==> src/rtl/matrix_pkg.sv <==
// Shared types and constants for the pedestrian-signal dot-matrix scan logic.
package matrix_pkg;

    typedef enum logic {
        ST_BLANK = 1'b0,
        ST_SHOW  = 1'b1
    } state_t;

    localparam int MATRIX_ROWS = 16;
    localparam int PAT_STAND   = 0;
    localparam int ROW_W       = 4;
    localparam int COL_W       = 16;

    // Counter width for a modulus-n counter, never narrower than one bit.
    function automatic int cnt_w(input int n);
        return (n > 1) ? $clog2(n) : 1;
    endfunction

endpackage

==> src/rtl/row_decode4to16.sv <==
// Binary row address to one-hot row drive.
module row_decode4to16
    import matrix_pkg::*;
(
    input  logic [ROW_W-1:0] bin,
    output logic [COL_W-1:0] onehot
);

    // Set exactly the bit addressed by bin.
    always_comb begin
        onehot      = '0;
        onehot[bin] = 1'b1;
    end

endmodule

==> src/rtl/dotmatrix_scan_ctrl.sv <==
// Row scan and walking-figure animation controller for the 16x16 matrix.
// Each row slot is a dark blanking gap followed by the lit period; the
// column word is latched from the external ROM mux at the end of the gap.
module dotmatrix_scan_ctrl
    import matrix_pkg::*;
#(
    parameter int ROW_TICKS   = 1000,
    parameter int BLANK_TICKS = 8,
    parameter int STEP_FRAMES = 25,
    parameter int N_PATS      = 4
) (
    input  logic             clk,
    input  logic             rst_n,
    input  logic             en,
    input  logic             walk,
    output logic [ROW_W-1:0] row_bin,
    output logic [1:0]       pat_sel,
    input  logic [COL_W-1:0] col_in,
    output logic [COL_W-1:0] row,
    output logic [COL_W-1:0] col,
    output logic             frame_done
);

    localparam int TICK_W = cnt_w(ROW_TICKS);
    localparam int FRM_W  = cnt_w(STEP_FRAMES);
    localparam int PAT_W  = 2;

    localparam logic [TICK_W-1:0] BLANK_LAST = TICK_W'(BLANK_TICKS - 1);
    localparam logic [TICK_W-1:0] SHOW_LAST  = TICK_W'(ROW_TICKS - BLANK_TICKS - 1);
    localparam logic [FRM_W-1:0]  FRM_LAST   = FRM_W'(STEP_FRAMES - 1);
    localparam logic [PAT_W-1:0]  PAT_LAST   = PAT_W'(N_PATS - 1);
    localparam logic [ROW_W-1:0]  ROW_LAST   = ROW_W'(MATRIX_ROWS - 1);

    state_t             state_q, state_d;
    logic [TICK_W-1:0]  tick_q, tick_d;
    logic [ROW_W-1:0]   row_bin_q, row_bin_d;
    logic [FRM_W-1:0]   frame_cnt_q, frame_cnt_d;
    logic [PAT_W-1:0]   pat_sel_q, pat_sel_d;
    logic [COL_W-1:0]   row_q, row_d;
    logic [COL_W-1:0]   col_q, col_d;
    logic               frame_done_q, frame_done_d;

    logic [COL_W-1:0]   row_onehot;
    logic               last_tick;
    logic               frame_wrap;

    row_decode4to16 u_row_decode (
        .bin    (row_bin_q),
        .onehot (row_onehot)
    );

    // Phase-end detection shared by the next-state and datapath logic.
    always_comb begin
        last_tick  = (state_q == ST_BLANK) ? (tick_q == BLANK_LAST)
                                           : (tick_q == SHOW_LAST);
        frame_wrap = (state_q == ST_SHOW) && last_tick && (row_bin_q == ROW_LAST);
    end

    // State register and all datapath flops; everything clears on reset.
    always_ff @(posedge clk) begin
        if (!rst_n) begin
            state_q      <= ST_BLANK;
            tick_q       <= '0;
            row_bin_q    <= '0;
            frame_cnt_q  <= '0;
            pat_sel_q    <= '0;
            row_q        <= '0;
            col_q        <= '0;
            frame_done_q <= 1'b0;
        end else begin
            state_q      <= state_d;
            tick_q       <= tick_d;
            row_bin_q    <= row_bin_d;
            frame_cnt_q  <= frame_cnt_d;
            pat_sel_q    <= pat_sel_d;
            row_q        <= row_d;
            col_q        <= col_d;
            frame_done_q <= frame_done_d;
        end
    end

    // Next state: alternate BLANK/SHOW at each phase end; disable parks in BLANK.
    always_comb begin
        state_d = state_q;
        if (!en) begin
            state_d = ST_BLANK;
        end else if (last_tick) begin
            state_d = (state_q == ST_BLANK) ? ST_SHOW : ST_BLANK;
        end
    end

    // Datapath: tick count, row latch, row advance and animation stepping.
    always_comb begin
        tick_d       = tick_q;
        row_bin_d    = row_bin_q;
        frame_cnt_d  = frame_cnt_q;
        pat_sel_d    = pat_sel_q;
        row_d        = row_q;
        col_d        = col_q;
        frame_done_d = 1'b0;
        if (!en) begin
            // Pattern select is kept so the animation resumes where it left off.
            tick_d      = '0;
            row_bin_d   = '0;
            frame_cnt_d = '0;
            row_d       = '0;
            col_d       = '0;
        end else if (!last_tick) begin
            tick_d = tick_q + 1'b1;
        end else begin
            tick_d = '0;
            if (state_q == ST_BLANK) begin
                // ROM address has been stable for the whole gap, so col_in is settled.
                col_d = col_in;
                row_d = row_onehot;
            end else begin
                row_d     = '0;
                col_d     = '0;
                row_bin_d = row_bin_q + 1'b1;
                if (frame_wrap) begin
                    // Pattern changes only here so a displayed frame never tears.
                    frame_done_d = 1'b1;
                    if (!walk) begin
                        pat_sel_d   = PAT_W'(PAT_STAND);
                        frame_cnt_d = '0;
                    end else if (frame_cnt_q == FRM_LAST) begin
                        frame_cnt_d = '0;
                        pat_sel_d   = ((pat_sel_q == PAT_W'(PAT_STAND)) || (pat_sel_q == PAT_LAST))
                                      ? PAT_W'(1) : pat_sel_q + 1'b1;
                    end else begin
                        frame_cnt_d = frame_cnt_q + 1'b1;
                    end
                end
            end
        end
    end

    assign row_bin    = row_bin_q;
    assign pat_sel    = pat_sel_q;
    assign row        = row_q;
    assign col        = col_q;
    assign frame_done = frame_done_q;

endmodule

==> config.mk <==
export PLATFORM = sky130hd
export DESIGN_NAME = dotmatrix_scan_ctrl
export DESIGN_NICKNAME = d
export VERILOG_FILES = /design/src/rtl/matrix_pkg.sv /design/src/rtl/row_decode4to16.sv /design/src/rtl/dotmatrix_scan_ctrl.sv
export SDC_FILE = /design/constraint.sdc
export NUM_CORES = 1
export LEC_CHECK = 0
export ABC_AREA = 0
export ABC_CLOCK_PERIOD_IN_PS = 2100
export CAP_MARGIN = 40
export CORE_ASPECT_RATIO = 1.4
export CORE_MARGIN = 3
export CORE_UTILIZATION = 45
export DETAILED_ROUTE_END_ITERATION = 6
export PLACE_DENSITY = 0.75
export SYNTH_ARGS = -nofsm -noshare
export SYNTH_HDL_FRONTEND = slang
export SYNTH_SLANG_ARGS = --single-unit
==> constraint.sdc <==
create_clock -name clk -period 2.1 [get_ports clk]
set_input_delay 0.315 -clock clk [delete_from_list [all_inputs] [get_ports clk]]
set_output_delay 0.315 -clock clk [all_outputs]
set_load 0.02 [all_outputs]
==> results of run 1 <==
power by group:
| group | total, mW | internal [mW] | switching, mW |
|---|---|---|---|
| sequential | 1.05 | 1.04 | 0.00118 |
| clock | 0.590 | 0.240 | 0.350 |
| combinational | 0.0715 | 0.0400 | 0.0315 |
| total | 1.71 | 1.32 | 0.383 |
worst max path at each step:
| stage | slack, ns | end | from | depth (start not counted) |
|---|---|---|---|---|
| 3_3_place_gp | 0.26 | col[10]$_SDFFE_PN0N_ | tick_q[3]$_SDFF_PP0_ | 5 |
| 3_5_place_dp | 0.22 | row[1]$_SDFFE_PN0N_ | rst_n | 4 |
| 4_1_cts | 0.21 | col[11]$_SDFFE_PN0N_ | tick_q[3]$_SDFF_PP0_ | 5 |
| 5_1_grt | 0.10 | col[11]$_SDFFE_PN0N_ | tick_q[3]$_SDFF_PP0_ | 5 |
| 2_1_floorplan | 0.42 | frame_cnt_q[4]$_SDFFE_PN0P_ | row_bin[0]$_SDFFE_PN0P_ | 5 |
| 6_report | 0.22 | col[11]$_SDFFE_PN0N_ | tick_q[3]$_SDFF_PP0_ | 5 |
metal layers:
layer | track usage [%] | vias to the layer above
met3 | 4.332 | 6
met1 | 21.07 | 901
li1 | - | 1046
met4 | 4.068 | 0
met2 | 31.71 | 55
met5 | 0 | -
worst max-delay path: stages, from the launching register on:
cell and delay (ns):
dfxtp_1 0.37, or4_4 0.59, nor3_1 0.16, o21ba_2 0.31, buf_12 0.21, o21ai_0 0.11
flip-flops by register name, summed over array words and instances, names as in the netlist:
name	count
row_bin	4
pat_sel	2
state_q	1
frame_done	1
tick_q	10
frame_cnt_q	5
row	16
col	16
cell type report:
type | count | area (µm²) | share of cell area [%]
inverter | 8 | 30.03 | 0.9646
timing repair buffer | 68 | 668.1 | 21.46
multi-input combinational | 188 | 1142 | 36.70
tap | 64 | 80.08 | 2.572
clock buffer | 5 | 68.82 | 2.211
sequential | 55 | 1101 | 35.37
clock inverter | 3 | 22.52 | 0.7235
cell families (layout without fill, tap and decap cells):
family                     Yosys count  after routing  share of synthesized area [%]
and+or+nand+nor                    124            124                          27.22
adders and majority gates            8              8                          4.294
DFF                                 55             55                          47.24
AOI/OAI and AO/OA                   42             42                          11.97
buffers and inverters               20             84                          3.757
xor gates and xnor gates            10             10                          3.758
muxes                                4              4                          1.771
through the flow:
| step | setup slack (ns) | hold WS [ns] | instances |
|---|---|---|---|
| floorplan | 0.4181 | 0.4236 | 263 |
| global placement | 0.2635 | 0.4436 | 383 |
| CTS | 0.2055 | 0.4673 | 391 |
| finish | 0.2163 | 0.4613 | 391 |
| detailed placement | 0.2158 | 0.4526 | 383 |
| global route | 0.1002 | 0.4882 | 391 |
layout by cell type, fill, tap and decap left out, types with 4 or more instances in the layout:
cell type	synthesis	layout
clkbuf_8	0	5
dfxtp_1	55	55
nor3b_1	5	5
o22ai_1	7	7
o2bb2ai_1	8	8
buf_4	0	9
o21ai_0	19	19
nand3b_1	4	4
ha_1	8	8
inv_1	7	7
xnor2_1	8	8
nand2_1	57	57
nor3_1	16	16
nand3_1	13	13
nor2_1	7	7
and3_1	8	8
clkdlybuf4s50_1	0	58
==> impl_summary.log, run 1 <==
INFO  metric die_h = between 90 and 100 µm
INFO  metric reg2regPathDepth = 5
INFO  metric whs_endpoint = col[8]$_SDFFE_PN0N_
INFO  metric clock-root-buffer = clkbuf_8
INFO  metric layout_min_cycle_time = between 1.5 and 2 ns
INFO  metric synth.largest_area_cell = dfxtp_1
INFO  metric drt.antenna.violating_nets = 0
INFO  metric critical_setup_path_class = flop to flop
INFO  metric yosys_warnings = 0
INFO  metric grt_overflow_total = 0
INFO  metric post_cts_resized = 0
INFO  metric avgSynthCellArea = about 9 µm²
INFO  metric reg2reg_slack = between 0.2 and 0.25 ns
INFO  metric ys_seq_area_share = between 40% and 50%
INFO  metric design_area = 3113 µm²
INFO  metric power = 1.707 mW
INFO  metric placementRows = 30
INFO  metric required = 2.29 ns
INFO  metric netlist-cell-type-count = 39
INFO  metric clock_tree_from_tritoncts = done
INFO  metric grt_max_degree = 33
INFO  metric ctsHoldBuffers = 0
INFO  metric post_route_cells_drive_above_1_share = between 8 and 9%
INFO  metric wl_met3 = about 320 µm
INFO  metric setup_tns = 0 ns
INFO  metric vias = between 2,000 and 2,500
INFO  metric timing.hold.worst_path_depth = 2
INFO  metric cts_sinks = 55
INFO  metric drt_iter0_drc = 124
INFO  metric post_synth_instance_area = about 2300 µm²
INFO  metric worst_r2r_startpoint = tick_q[3]$_SDFF_PP0_
INFO  metric routedLengthMet1 = approximately 2.1 mm
INFO  metric floorplan.die_area = a little over 6000 µm²
INFO  metric drc = 0
INFO  metric setup_viol = 0
INFO  metric post_drt_wl_per_cell = ~13 µm
INFO  metric cell_with_the_most_instances_after_synthesis = nand2_1
INFO  metric placeableCoreArea = ~4900 µm²
INFO  metric p_leak = around 1.1 nW
INFO  metric num_antenna_cells = 0
INFO  metric fp.dieW = approximately 67 µm
INFO  metric mappedNetlistNets = 291
INFO  metric first_pass_grt_wire_length = between 8 and 9 mm
INFO  metric endpoint_kind = flop
INFO  metric crit_fanout = 32
INFO  metric drt-pass1-iter-count = 4
INFO  metric timing.max_cap.violations = 0
INFO  metric run_status = finished, final reports clean
INFO  metric top_layer_used = met4
INFO  metric clock_skew_after_layout = between 0.008 and 0.009 ns
INFO  metric number_of_enable_type_register_cells_in_the_synthesized_netlist = 0
INFO  metric rsz0062_at_grt = no
INFO  metric synth_common_cells = nand2_1, dfxtp_1, o21ai_0
INFO  metric port_buffers = 58
INFO  metric clk-insertion-delay-late = 0.31 ns
INFO  metric worst_hold_path_type = flop to flop
INFO  metric drt-vias-per-instance = 5.136
INFO  metric routed_wl = about 5.1 mm
INFO  metric place_area = slightly above 3000 µm²
INFO  metric fin_util = 63.31%
INFO  metric antenna_found_initial = 0
INFO  metric power.ir.vdd_worst = roughly 0.00048 V
INFO  metric timing_hold_violations_final = 0
INFO  metric timing.critical_path.from_type = flop
INFO  metric synth_area_leaders = dfxtp_1, nand2_1, ha_1
INFO  metric max-slew-margin-rel = 67.01%
INFO  metric area_share_of_the_largest_cell_type_after_synthesis = around 47%
INFO  metric max_freq = roughly 530 MHz
INFO  metric clk_pin_slew = 0.10 ns
INFO  metric filler_cell_count = about 440
INFO  metric synth-main-ff-cell = dfxtp_1
INFO  metric cts-buffers-inserted = 5
INFO  metric count_of_final_max_slew_check_failures = 0
INFO  metric grt_pass1_vias = approximately 1,900
INFO  metric gpl.final_weighted_congestion = 0.8487
INFO  metric dp.final_hpwl = between 3 and 4 mm
INFO  metric ys_ff_latch = 55
INFO  metric asyncSetResetFlopFracSynth = 0%
INFO  metric cts.repair_timing.setup_buffer_count = 0
INFO  metric clockBufferDepth = 2
INFO  metric grt_use_total = approximately 18%
INFO  metric postSynthCellCount = approximately 260
INFO  metric hp-start = col[8]$_SDFFE_PN0N_
INFO  metric layout.nets = around 350
INFO  metric cellPowerDensity = between 500 and 600 nW/µm²
INFO  metric cts-htree-levels = 2
INFO  metric critical_path_arrival = roughly 2.1 ns
INFO  metric worst_slew_pin_slew = 0.4910 ns
INFO  metric initial_core_util = between 40% and 50%
INFO  metric top_level_ports = 59
INFO  metric reg2reg_to = col[11]$_SDFFE_PN0N_
INFO  metric finalCritPeriodShare = 89.70%
INFO  metric met2_wirelength = ~2.6 mm
INFO  metric area_growth_syn_to_layout = 33.55%
No activity file was read; power rests on OpenSTA's default activity.
==> run 2: changes to the inputs <==
--- a/config.mk
+++ b/config.mk
@@ -6,7 +6,6 @@
 export NUM_CORES = 1
 export LEC_CHECK = 0
 export ABC_AREA = 0
-export ABC_CLOCK_PERIOD_IN_PS = 2100
 export CAP_MARGIN = 40
 export CORE_ASPECT_RATIO = 1.4
 export CORE_MARGIN = 3
==> constraint.sdc (replaced) <==
create_clock -name clk -period 1.81 [get_ports clk]
set_input_delay 0.2715 -clock clk [delete_from_list [all_inputs] [get_ports clk]]
set_output_delay 0.2715 -clock clk [all_outputs]
set_load 0.02 [all_outputs]
==> run 2 against run 1 <==
- worst setup slack got worse by 0.079 ns
- largest cell class unchanged
- sequential share of layout area decreased by 1.5 points
- highest routed layer unchanged
- largest power group unchanged
- sequential power increased by 15%
- clock-buffer cell count unchanged
- first-iteration DRC count decreased by 52%
==> impl_summary.log, run 2 (synthesis results as in run 1) <==
INFO  metric rsz0062_at_grt = no
INFO  metric worstPathBufferInverterCount = 1 (unchanged)
INFO  metric required = 2.00 ns (-0.29 ns)
INFO  metric fp.dieW = 66.83 µm (unchanged)
INFO  metric design_area = 3248 µm² (+4.3%)
INFO  metric grt_pass1_vias = 2,051 (+6.3%)
INFO  metric vias = 2,080 (+3.6%)
INFO  metric finish.cell_count_without_fillers = 406 (+3.8%)
INFO  metric antenna_found_initial = 0 (unchanged)
INFO  metric drt-vias-per-instance = 5.123 (-0.24%)
INFO  metric crit_slowest_cell = or4_4
INFO  metric filler_cell_count = 408 (-7.9%)
INFO  metric cts-buffers-inserted = 5 (unchanged)
INFO  metric floorplan.die_area = 6092 µm² (unchanged)
INFO  metric max_freq = 597.9 MHz (+13%)
INFO  metric crit_fanout = 32 (unchanged)
INFO  metric num_antenna_cells = 0 (unchanged)
INFO  metric ctsHoldBuffers = 0 (unchanged)
INFO  metric critical_setup_path_class = flop to flop
INFO  metric port_buffers = 58 (unchanged)
INFO  metric timing.critical_path.from_type = flop
INFO  metric max-slew-margin-rel = 80.15% (+13 points)
INFO  metric drt.antenna.violating_nets = 0 (unchanged)
INFO  metric critical_path_arrival = 1.86 ns (-0.22 ns)
INFO  metric top_level_ports = 59 (unchanged)
INFO  metric area_growth_syn_to_layout = 39.35%
INFO  metric run_status = finished, final reports clean
INFO  metric worst_hold_path_type = flop to flop
INFO  metric dp.final_hpwl = 4.069 mm (+4.5%)
INFO  metric drt-pass1-iter-count = 4 (unchanged)
INFO  metric worst_path_largest_cell_delay = 0.57 ns (-0.02 ns)
INFO  metric drt_iter0_drc = 60 (-52%)
INFO  metric first_pass_grt_wire_length = 8.914 mm (+3.3%)
INFO  metric post_drt_wl_per_cell = 12.79 µm (-1.5%)
INFO  metric timing.max_cap.violations = 0 (unchanged)
INFO  metric clk-insertion-delay-late = 0.30 ns (about the same)
INFO  metric clock_tree_from_tritoncts = done
INFO  metric placeableCoreArea = 4917 µm² (unchanged)
INFO  metric cts.repair_timing.setup_buffer_count = 0 (unchanged)
INFO  metric placementRows = 30 (unchanged)
INFO  metric top_family_by_delay_on_critical_path = simple AND/OR/NAND/NOR gates
INFO  metric cts_sinks = 55 (unchanged)
INFO  metric routed_wl = 5.191 mm (+2.3%)
INFO  metric layout.nets = 369 (+4.2%)
INFO  metric grt_overflow_total = 0 (unchanged)
INFO  metric power.ir.vdd_worst = 0.0004365 V (-9.0%)
INFO  metric worst_slew_pin_slew = 0.2950 ns (-0.1960 ns)
INFO  metric most-common-layout-cells = clkdlybuf4s50_1, nand2_1, dfxtp_1
INFO  metric fin_util = 66.06% (+2.7 points)
INFO  metric layout_min_cycle_time = 1.673 ns (-0.2111 ns)
INFO  metric clockBufferDepth = 2 (unchanged)
INFO  metric clock-root-buffer = clkbuf_8
INFO  metric finalCritPeriodShare = 92.41% (+2.7 points)
INFO  metric p_leak = 1.154 nW (+6.9%)
INFO  metric grt_max_degree = 33 (unchanged)
INFO  metric cts-htree-levels = 2 (unchanged)
INFO  metric setup_viol = 0 (unchanged)
INFO  metric fin_hold_ws = 0.4607 ns (-0.0005790 ns)
INFO  metric grt_use_total = 18.28% (+0.44 points)
INFO  metric setup_tns = 0 ns (unchanged)
INFO  metric endpoint_kind = flop
INFO  metric clk_pin_slew = 0.10 ns (about the same)
INFO  metric cellPowerDensity = 601.6 nW/µm² (+9.7%)
INFO  metric post_route_cells_drive_above_1_share = 12.28% (+4.0 points)
INFO  metric layout.cells.most_common = clkdlybuf4s50_1
INFO  metric drc = 0 (unchanged)
INFO  metric die_h = 91.16 µm (unchanged)
INFO  metric timing_hold_violations_final = 0 (unchanged)
INFO  metric post_cts_resized = 0 (unchanged)
INFO  metric count_of_final_max_slew_check_failures = 0 (unchanged)
INFO  metric place_area = 3159 µm² (+4.6%)
INFO  metric timing.critical_path.cells = or4_4 > nor3_1 > o21ba_2 > buf_12 > o21ai_0
INFO  metric gpl.final_weighted_congestion = 0.7447 (-12%)
INFO  metric initial_core_util = 47.40% (unchanged)
INFO  metric clock_skew_after_layout = 0.004369 ns (-0.003691 ns)
INFO  metric dpl.cell_count = 398 (+3.9%)
-- run 2: cell types whose count changed in the layout (fill, tap and decap cells not counted) --
cell        delta
inv_6          -1
clkinvlp_4     +2
buf_4         +13
clkinv_4       -1
buf_12         +2
-- run 2: area by class of cell --
type | count | area [µm²] | share of cell area (%)
multi-input combinational | 188 | 1142 | 35.17
sequential | 55 | 1101 | 33.90
timing repair buffer | 83 | 805.8 | 24.81
tap | 64 | 80.08 | 2.465
clock buffer | 5 | 68.82 | 2.119
inverter | 8 | 30.03 | 0.9245
clock inverter | 3 | 20.02 | 0.6163
-- run 2: stage by stage --
step	worst slack (ns)	total power, mW
floorplan	0.1281	1.267
global placement	0.1469	1.333
detailed placement	0.09904	1.333
CTS	0.1304	1.980
global route	0.008241	2.032
finish	0.1374	1.954
-- run 2: metal layers --
layer,up-vias,GRT usage (%),share of wire (%)
met5,-,0,0
met4,0,5.424,1.2
met3,6,3.960,6.0
met2,57,33.03,52
met1,945,20.81,41
li1,1072,-,-
-- run 2: power by group --
group	total (mW)	switching, mW	leakage (nW)	internal, mW
Sequential	1.21	0.00136	0.443	1.21
Combinational	0.0928	0.0380	0.671	0.0548
Clock	0.649	0.379	0.0402	0.270
Total	1.95	0.419	1.15	1.54
-- run 2: worst reg2reg max path, cell delays in order (launching register included) --
cell,delay [ns]
dfxtp_1,0.36
or4_4,0.57
nor3_1,0.15
o21ba_2,0.19
buf_12,0.18
o21ai_0,0.12
-- run 2: final timing paths --
kind	from	to	slack, ns	depth (start not counted)
worst max-delay path	tick_q[4]$_SDFF_PP0_	col[10]$_SDFFE_PN0N_	0.14	5
worst min-delay path	tick_q[0]$_SDFF_PP0_	tick_q[0]$_SDFF_PP0_	0.46	1
worst max register to register	tick_q[4]$_SDFF_PP0_	col[10]$_SDFFE_PN0N_	0.14	5
worst min register to register	tick_q[0]$_SDFF_PP0_	tick_q[0]$_SDFF_PP0_	0.46	1
==> run 3: changes to the inputs <==
--- a/config.mk
+++ b/config.mk
@@ -11,6 +11,7 @@
 export CORE_MARGIN = 3
 export CORE_UTILIZATION = 45
 export DETAILED_ROUTE_END_ITERATION = 6
+export GPL_ROUTABILITY_DRIVEN = 0
 export PLACE_DENSITY = 0.75
 export SYNTH_ARGS = -nofsm -noshare
 export SYNTH_HDL_FRONTEND = slang
==> results of run 3 <==
Final layout, timing and power as in run 2 (identical DEF).
